### config.mk
export PLATFORM = sky130hd
export DESIGN_NAME = branch_history_register
export DESIGN_NICKNAME = d
export VERILOG_FILES = /design/src/rtl/bp_pkg.sv /design/src/rtl/bhr_dir_fifo.sv /design/src/rtl/branch_history_register.sv
export SDC_FILE = /design/constraint.sdc
export NUM_CORES = 1
export LEC_CHECK = 0
export CAP_MARGIN = 40
export CORE_ASPECT_RATIO = 1.2
export CORE_MARGIN = 2
export CORE_UTILIZATION = 45
export DETAILED_ROUTE_END_ITERATION = 7
export PLACE_DENSITY = 0.93
export SYNTH_ARGS = -nofsm -noshare
export SYNTH_HDL_FRONTEND = slang
export SYNTH_HIERARCHICAL = 1
export SYNTH_SLANG_ARGS = --single-unit
export TNS_END_PERCENT = 20
### constraint.sdc
create_clock -name clk -period 5.75 [get_ports clk]
set_clock_uncertainty 0.15 [all_clocks]
set_input_delay 0.575 -clock clk [delete_from_list [all_inputs] [get_ports clk]]
set_output_delay 0.575 -clock clk [all_outputs]
set_load 0.05 [all_outputs]
### src/rtl/bp_pkg.sv
// Shared branch-predictor definitions: default history length, 2-bit counter encodings, history type.
package bp_pkg;

    localparam int BHR_HIST_W = 2;
    localparam int BHR_DEPTH  = 4;

    localparam logic [1:0] PRED_N  = 2'b00;
    localparam logic [1:0] PRED_NT = 2'b01;
    localparam logic [1:0] PRED_TN = 2'b10;
    localparam logic [1:0] PRED_T  = 2'b11;

    typedef logic [BHR_HIST_W-1:0] hist_t;

endpackage

### src/rtl/bhr_dir_fifo.sv
// In-order FIFO of 1-bit predicted directions; clear has priority over push and pop.
module bhr_dir_fifo
    import bp_pkg::*;
#(
    parameter int DEPTH = BHR_DEPTH
) (
    input  logic                     clk,
    input  logic                     rst,
    input  logic                     push,
    input  logic                     din,
    input  logic                     pop,
    input  logic                     clear,
    output logic                     head,
    output logic [$clog2(DEPTH):0]   count,
    output logic                     full,
    output logic                     empty
);

    localparam int AW = $clog2(DEPTH);
    localparam logic [AW:0] FULL_CNT = (AW+1)'(DEPTH);

    logic          mem [DEPTH];
    logic [AW-1:0] rd_ptr;
    logic [AW-1:0] wr_ptr;

    assign head  = mem[rd_ptr];
    assign full  = (count == FULL_CNT);
    assign empty = (count == '0);

    // Pointers wrap naturally; the separate count disambiguates full from empty.
    always_ff @(posedge clk or posedge rst) begin
        if (rst) begin
            rd_ptr <= '0;
            wr_ptr <= '0;
            count  <= '0;
        end else if (clear) begin
            rd_ptr <= '0;
            wr_ptr <= '0;
            count  <= '0;
        end else begin
            if (push) wr_ptr <= wr_ptr + 1'b1;
            if (pop)  rd_ptr <= rd_ptr + 1'b1;
            case ({push, pop})
                2'b10:   count <= count + 1'b1;
                2'b01:   count <= count - 1'b1;
                default: count <= count;
            endcase
        end
    end

    always_ff @(posedge clk) begin
        if (push && !clear) mem[wr_ptr] <= din;
    end

endmodule

### src/rtl/branch_history_register.sv
// Speculative and committed global branch history with mispredict/flush restore.
// Optional saturating statistics counters when BHR_STATS_EN is defined.
module branch_history_register
    import bp_pkg::*;
#(
    parameter int HIST_W = BHR_HIST_W,
    parameter int DEPTH  = BHR_DEPTH
) (
    input  logic                     clk,
    input  logic                     rst,
    input  logic                     fetch_branch,
    input  logic                     pred_taken,
    input  logic                     resolve,
    input  logic                     actual_taken,
    input  logic                     flush,
    output logic [HIST_W-1:0]        history,
    output logic [HIST_W-1:0]        commit_history,
    output logic                     mispredict,
    output logic                     fetch_stall,
    output logic [$clog2(DEPTH):0]   inflight,
    output logic                     resolve_err,
    output logic [15:0]              stat_branches,
    output logic [15:0]              stat_mispred
);

    function automatic logic [HIST_W-1:0] shift_in(input logic [HIST_W-1:0] h, input logic b);
        return {h[HIST_W-2:0], b};
    endfunction

    logic [HIST_W-1:0] spec_hist;
    logic [HIST_W-1:0] commit_hist;
    logic [HIST_W-1:0] commit_next;
    logic              fifo_head;
    logic              fifo_full;
    logic              fifo_empty;
    logic              pop_ok;
    logic              push_ok;
    logic              fifo_clear;

    assign pop_ok      = resolve && !fifo_empty;
    assign mispredict  = pop_ok && (actual_taken != fifo_head);
    assign fetch_stall = fifo_full;
    assign fifo_clear  = mispredict || flush;
    // A pop frees the slot in the same cycle, so push+pop is legal while full.
    assign push_ok     = fetch_branch && (!fifo_full || pop_ok) && !fifo_clear;
    assign commit_next = pop_ok ? shift_in(commit_hist, actual_taken) : commit_hist;

    assign history        = spec_hist;
    assign commit_history = commit_hist;

    bhr_dir_fifo #(.DEPTH(DEPTH)) u_fifo (
        .clk   (clk),
        .rst   (rst),
        .push  (push_ok),
        .din   (pred_taken),
        .pop   (pop_ok),
        .clear (fifo_clear),
        .head  (fifo_head),
        .count (inflight),
        .full  (fifo_full),
        .empty (fifo_empty)
    );

    // Mispredict restore equals shift(commit, actual), which is commit_next when popping.
    always_ff @(posedge clk or posedge rst) begin
        if (rst) begin
            spec_hist   <= '0;
            commit_hist <= '0;
            resolve_err <= 1'b0;
        end else begin
            commit_hist <= commit_next;
            if (fifo_clear)
                spec_hist <= commit_next;
            else if (push_ok)
                spec_hist <= shift_in(spec_hist, pred_taken);
            if (resolve && fifo_empty)
                resolve_err <= 1'b1;
        end
    end

`ifdef BHR_STATS_EN
    function automatic logic [15:0] sat_inc(input logic [15:0] v);
        return (v == 16'hFFFF) ? v : v + 16'd1;
    endfunction

    always_ff @(posedge clk or posedge rst) begin
        if (rst) begin
            stat_branches <= '0;
            stat_mispred  <= '0;
        end else begin
            if (pop_ok)     stat_branches <= sat_inc(stat_branches);
            if (mispredict) stat_mispred  <= sat_inc(stat_mispred);
        end
    end
`else
    assign stat_branches = 16'd0;
    assign stat_mispred  = 16'd0;
`endif

endmodule

==> metrics.md <==
| Metric | Value |
|---|---|
| Total of hold buffers inserted after clock tree synthesis | `0` |
| Class of the worst hold path | `flop to flop` |
| HPWL after detailed placement | `1.47 mm` |
| Violation count after the first detailed-routing iteration | `6` |
| Category of the worst setup path launch point | `flop` |
| Max Clk Rate | `0.326 GHz` |
| Sequence of cells on the critical path | `mux4_2 > xnor2_1 > nor2_2 > clkdlybuf4s50_1` |
| Remaining Overflow, GRT | `0` |
| Setup repair bufs after CTS | `0` |
| Internal Pwr Total | `310 uW` |
| Syn_area_per_cell | `10.9 um^2` |
| Clock network power share | `0.123` |
| CTS buffer count | `3` |
| Core area | `2330 um^2` |
| P_sw | `297 uW` |
| Post-synth top area share | `0.270` |
| Distinct cell type count after synthesis | `30` |
| Number of enable flip-flop cells after synthesis | `4` |
| Number of vias per cell | `4.23` |
| Number of nets in the final layout | `133` |
| DRC violation count after routing | `0` |
| Post-synthesis sequential area ratio | `0.378` |
| Pwr dens | `500 nW/um^2` |
| Area growth, synth to finish | `9.10%` |
| Area of the mapped netlist | `1110 um^2` |
| Layout cell share with drive strength beyond 1 | `0.142` |
| Cell types occupying the most area after synthesis | `sky130_fd_sc_hd__dfrtp_1, sky130_fd_sc_hd__buf_4, sky130_fd_sc_hd__edfxtp_1` |
| Overall routed net length | `1.76 mm` |
| Flop and latch count out of synthesis | `16` |
| Maximum fanout count along the critical path | `3` |
| Period utilization | `0.533` |
| DIE HEIGHT | `58.5 um` |
| Maximum cell stage delay along the critical path | `830 ps` |
| Number of buffer cells added on primary ports | `16` |
| Unrepaired setup endpoints after global routing | `false` |
| CTS H-Tree Depth | `1` |
| Critical Setup Path Class | `flop to output pin` |
| Number of detailed-routing iterations run before antenna repair | `4` |
| Die X | `49.4 um` |
| Detail Route Antenna Nets | `0` |
| Worst setup EP type | `output pin` |
| Number of slew-limit violations in the final report | `0` |
| Via count | `638` |
| Number of global-route vias before repair | `636` |
| CTS Root Buffer Type | `sky130_fd_sc_hd__clkbuf_4` |
| Static leakage | `0.567 nW` |
| Cell accounting for the most synthesized area | `sky130_fd_sc_hd__dfrtp_1` |
| Share of synthesized flip-flops with an asynchronous set or reset | `0.750` |
| Top flip-flop cell by instance count after synthesis | `sky130_fd_sc_hd__dfrtp_1` |
| CTS clock-pin slew for the worst setup and hold paths | `100 ps` |
| Arrival time at the worst endpoint | `2340 ps` |
| Initial Utilization | `0.478` |
| Total global-route track usage | `0.134` |
| Share of power burned in registers | `0.286` |
| Total inserted antenna cells | `0` |
| Cell row count | `19` |
| Number of instances in the synthesized netlist | `102` |
| Final setup TNS | `0 ps` |
| Switching share of total power | `0.489` |
| Final setup violation count | `0` |
| Deepest clock path buffer count | `2` |
| Clock tree from TritonCTS | `yes` |
| Cell area reported after detailed placement | `1180 um^2` |
| Number of antenna violations at the first check in global routing | `0` |
| Insertion delay to the later sink of the worst-skew pair | `290 ps` |
| Tightest slew margin relative to the limit | `0.647` |
| Count leader, synth | `sky130_fd_sc_hd__buf_4` |
| Top-Level Pins | `49` |
| Crit path required time | `5030 ps` |
| Max-cap violations | `0` |
| Count of instances resized after the clock tree is built | `0` |
| Family with the most delay on the worst path | `buffers and inverters` |
| Warning count from the yosys run | `6` |
| Global-route wire length before repair | `2.90 mm` |
| Most instantiated cells after synthesis | `sky130_fd_sc_hd__buf_4, sky130_fd_sc_hd__dfrtp_1, sky130_fd_sc_hd__nor2_1` |
| Routability-driven placement congestion ratio | `0.808` |
| Portion of total power attributed to combinational logic | `0.592` |
| Pin count of the biggest net entering global routing | `11` |
| Slowest cell on the critical path | `sky130_fd_sc_hd__clkdlybuf4s50_1` |
| Mean routed wirelength per cell | `11.7 um` |
| CP bufs+invs | `1` |
| Clock period minus worst slack | `3060 ps` |
| Pin slew with the least headroom to its limit | `529 ps` |
| Floorplan die area | `2890 um^2` |
| Worst-case vdd ir drop | `0.280 mV` |
| Hold violation total from the final report | `0` |
| Final design area excluding fillers | `1210 um^2` |
| CTS sink cnt | `16` |
| Status | `finished clean` |
| Fin Hold WS | `333 ps` |
==> cell usage in the layout, fill, tap and decap left out, types with 3 or more instances in the layout <==
| cell type | Yosys | routed |
|---|---|---|
| sky130_fd_sc_hd__nor2_1 | 6 | 6 |
| sky130_fd_sc_hd__mux2_2 | 4 | 4 |
| sky130_fd_sc_hd__clkbuf_4 | 0 | 3 |
| sky130_fd_sc_hd__inv_1 | 5 | 5 |
| sky130_fd_sc_hd__and2_1 | 4 | 4 |
| sky130_fd_sc_hd__conb_1 | 1 | 32 |
| sky130_fd_sc_hd__dfrtp_1 | 12 | 12 |
| sky130_fd_sc_hd__clkdlybuf4s50_1 | 0 | 16 |
| sky130_fd_sc_hd__xnor2_1 | 4 | 4 |
| sky130_fd_sc_hd__ha_1 | 4 | 4 |
| sky130_fd_sc_hd__edfxtp_1 | 4 | 4 |
==> flip-flops by register name, indices dropped and copies added, names as in the netlist <==
register        count
history             2
commit_history      2
u_fifo/rd_ptr       2
u_fifo/mem          4
u_fifo/wr_ptr       2
resolve_err         1
u_fifo/count        3
==> stage by stage <==
stage | setup WS (ps) | std cells | power (mW) | utilization
after floorplan | 2230 | 133 | 0.461 | -
after global routing | 2580 | 151 | 0.641 | 0.521
after CTS | 2660 | 151 | 0.612 | 0.521
final | 2690 | 151 | 0.607 | 0.521
after global placement | 2250 | 146 | 0.520 | 0.504
after detailed placement | 2790 | 147 | 0.535 | 0.506
==> cell families (layout without fill, tap and decap cells) <==
family | count (synthesis) | after routing | share of synthesized area
fa+ha+maj | 5 | 5 | 0.0629
buf+inv | 39 | 26 | 0.246
compound gates | 3 | 3 | 0.0213
flops | 16 | 16 | 0.378
simple gates | 23 | 23 | 0.136
other cells | 1 | 32 | 0.00337
mux | 9 | 9 | 0.0989
xor+xnor | 6 | 6 | 0.0539
==> metal layers <==
layer / wire length, um / global-route usage / vias to the layer above / part of all wire
met1: 660 / 0.153 / 310 / 0.37
met5: 0 / 0 / - / 0
met4: 31 / 0.0675 / 0 / 0.018
met3: 89 / 0.0305 / 4 / 0.050
li1: - / - / 299 / -
met2: 983 / 0.236 / 25 / 0.56
==> worst reg2reg max path, delay by kind of cell (launching register included) <==
| family | cells | cell delay, ps |
|---|---|---|
| DFF | 1 | 410 |
| muxes | 1 | 530 |
| xor gates and xnor gates | 1 | 200 |
| and+or+nand+nor | 6 | 910 |
| adders and majority gates | 1 | 410 |
==> path summary, 6_finish.rpt <==
kind | start | to | slack (ps) | cells past startpoint
setup / recovery | u_fifo/rd_ptr[0]$_DFFE_PP0P_ | mispredict | 2690 | 4
hold / removal | resolve_err$_DFFE_PP0P_ | resolve_err$_DFFE_PP0P_ | 330 | 1
setup reg to reg | u_fifo/rd_ptr[0]$_DFFE_PP0P_ | u_fifo/count[2]$_DFFE_PP0P_ | 3060 | 9
hold reg to reg | resolve_err$_DFFE_PP0P_ | resolve_err$_DFFE_PP0P_ | 330 | 1
max in group asynchronous | rst | u_fifo/wr_ptr[0]$_DFFE_PP0P_ | 4820 | 2
min in group asynchronous | rst | history[0]$_DFFE_PP0P_ | 350 | 2
==> power groups by stage <==
stage / logic (mW) / clock network [mW] / registers (mW)
after global placement: 0.346 / 0 / 0.174
after detailed placement: 0.358 / 0 / 0.177
after floorplan: 0.210 / 0 / 0.251
final: 0.359 / 0.0744 / 0.174
after CTS: 0.362 / 0.0761 / 0.174
after global routing: 0.382 / 0.0797 / 0.179
==> final cells by class <==
type | instances | area, um^2
well taps | 31 | 38.8
multi-input cells | 78 | 536
inverters | 5 | 18.8
repair buffers | 17 | 165
clock buffers | 4 | 36.3
fillers | 227 | 1110
flip-flops and latches | 16 | 420
No activity file was read; power rests on OpenSTA's default activity.
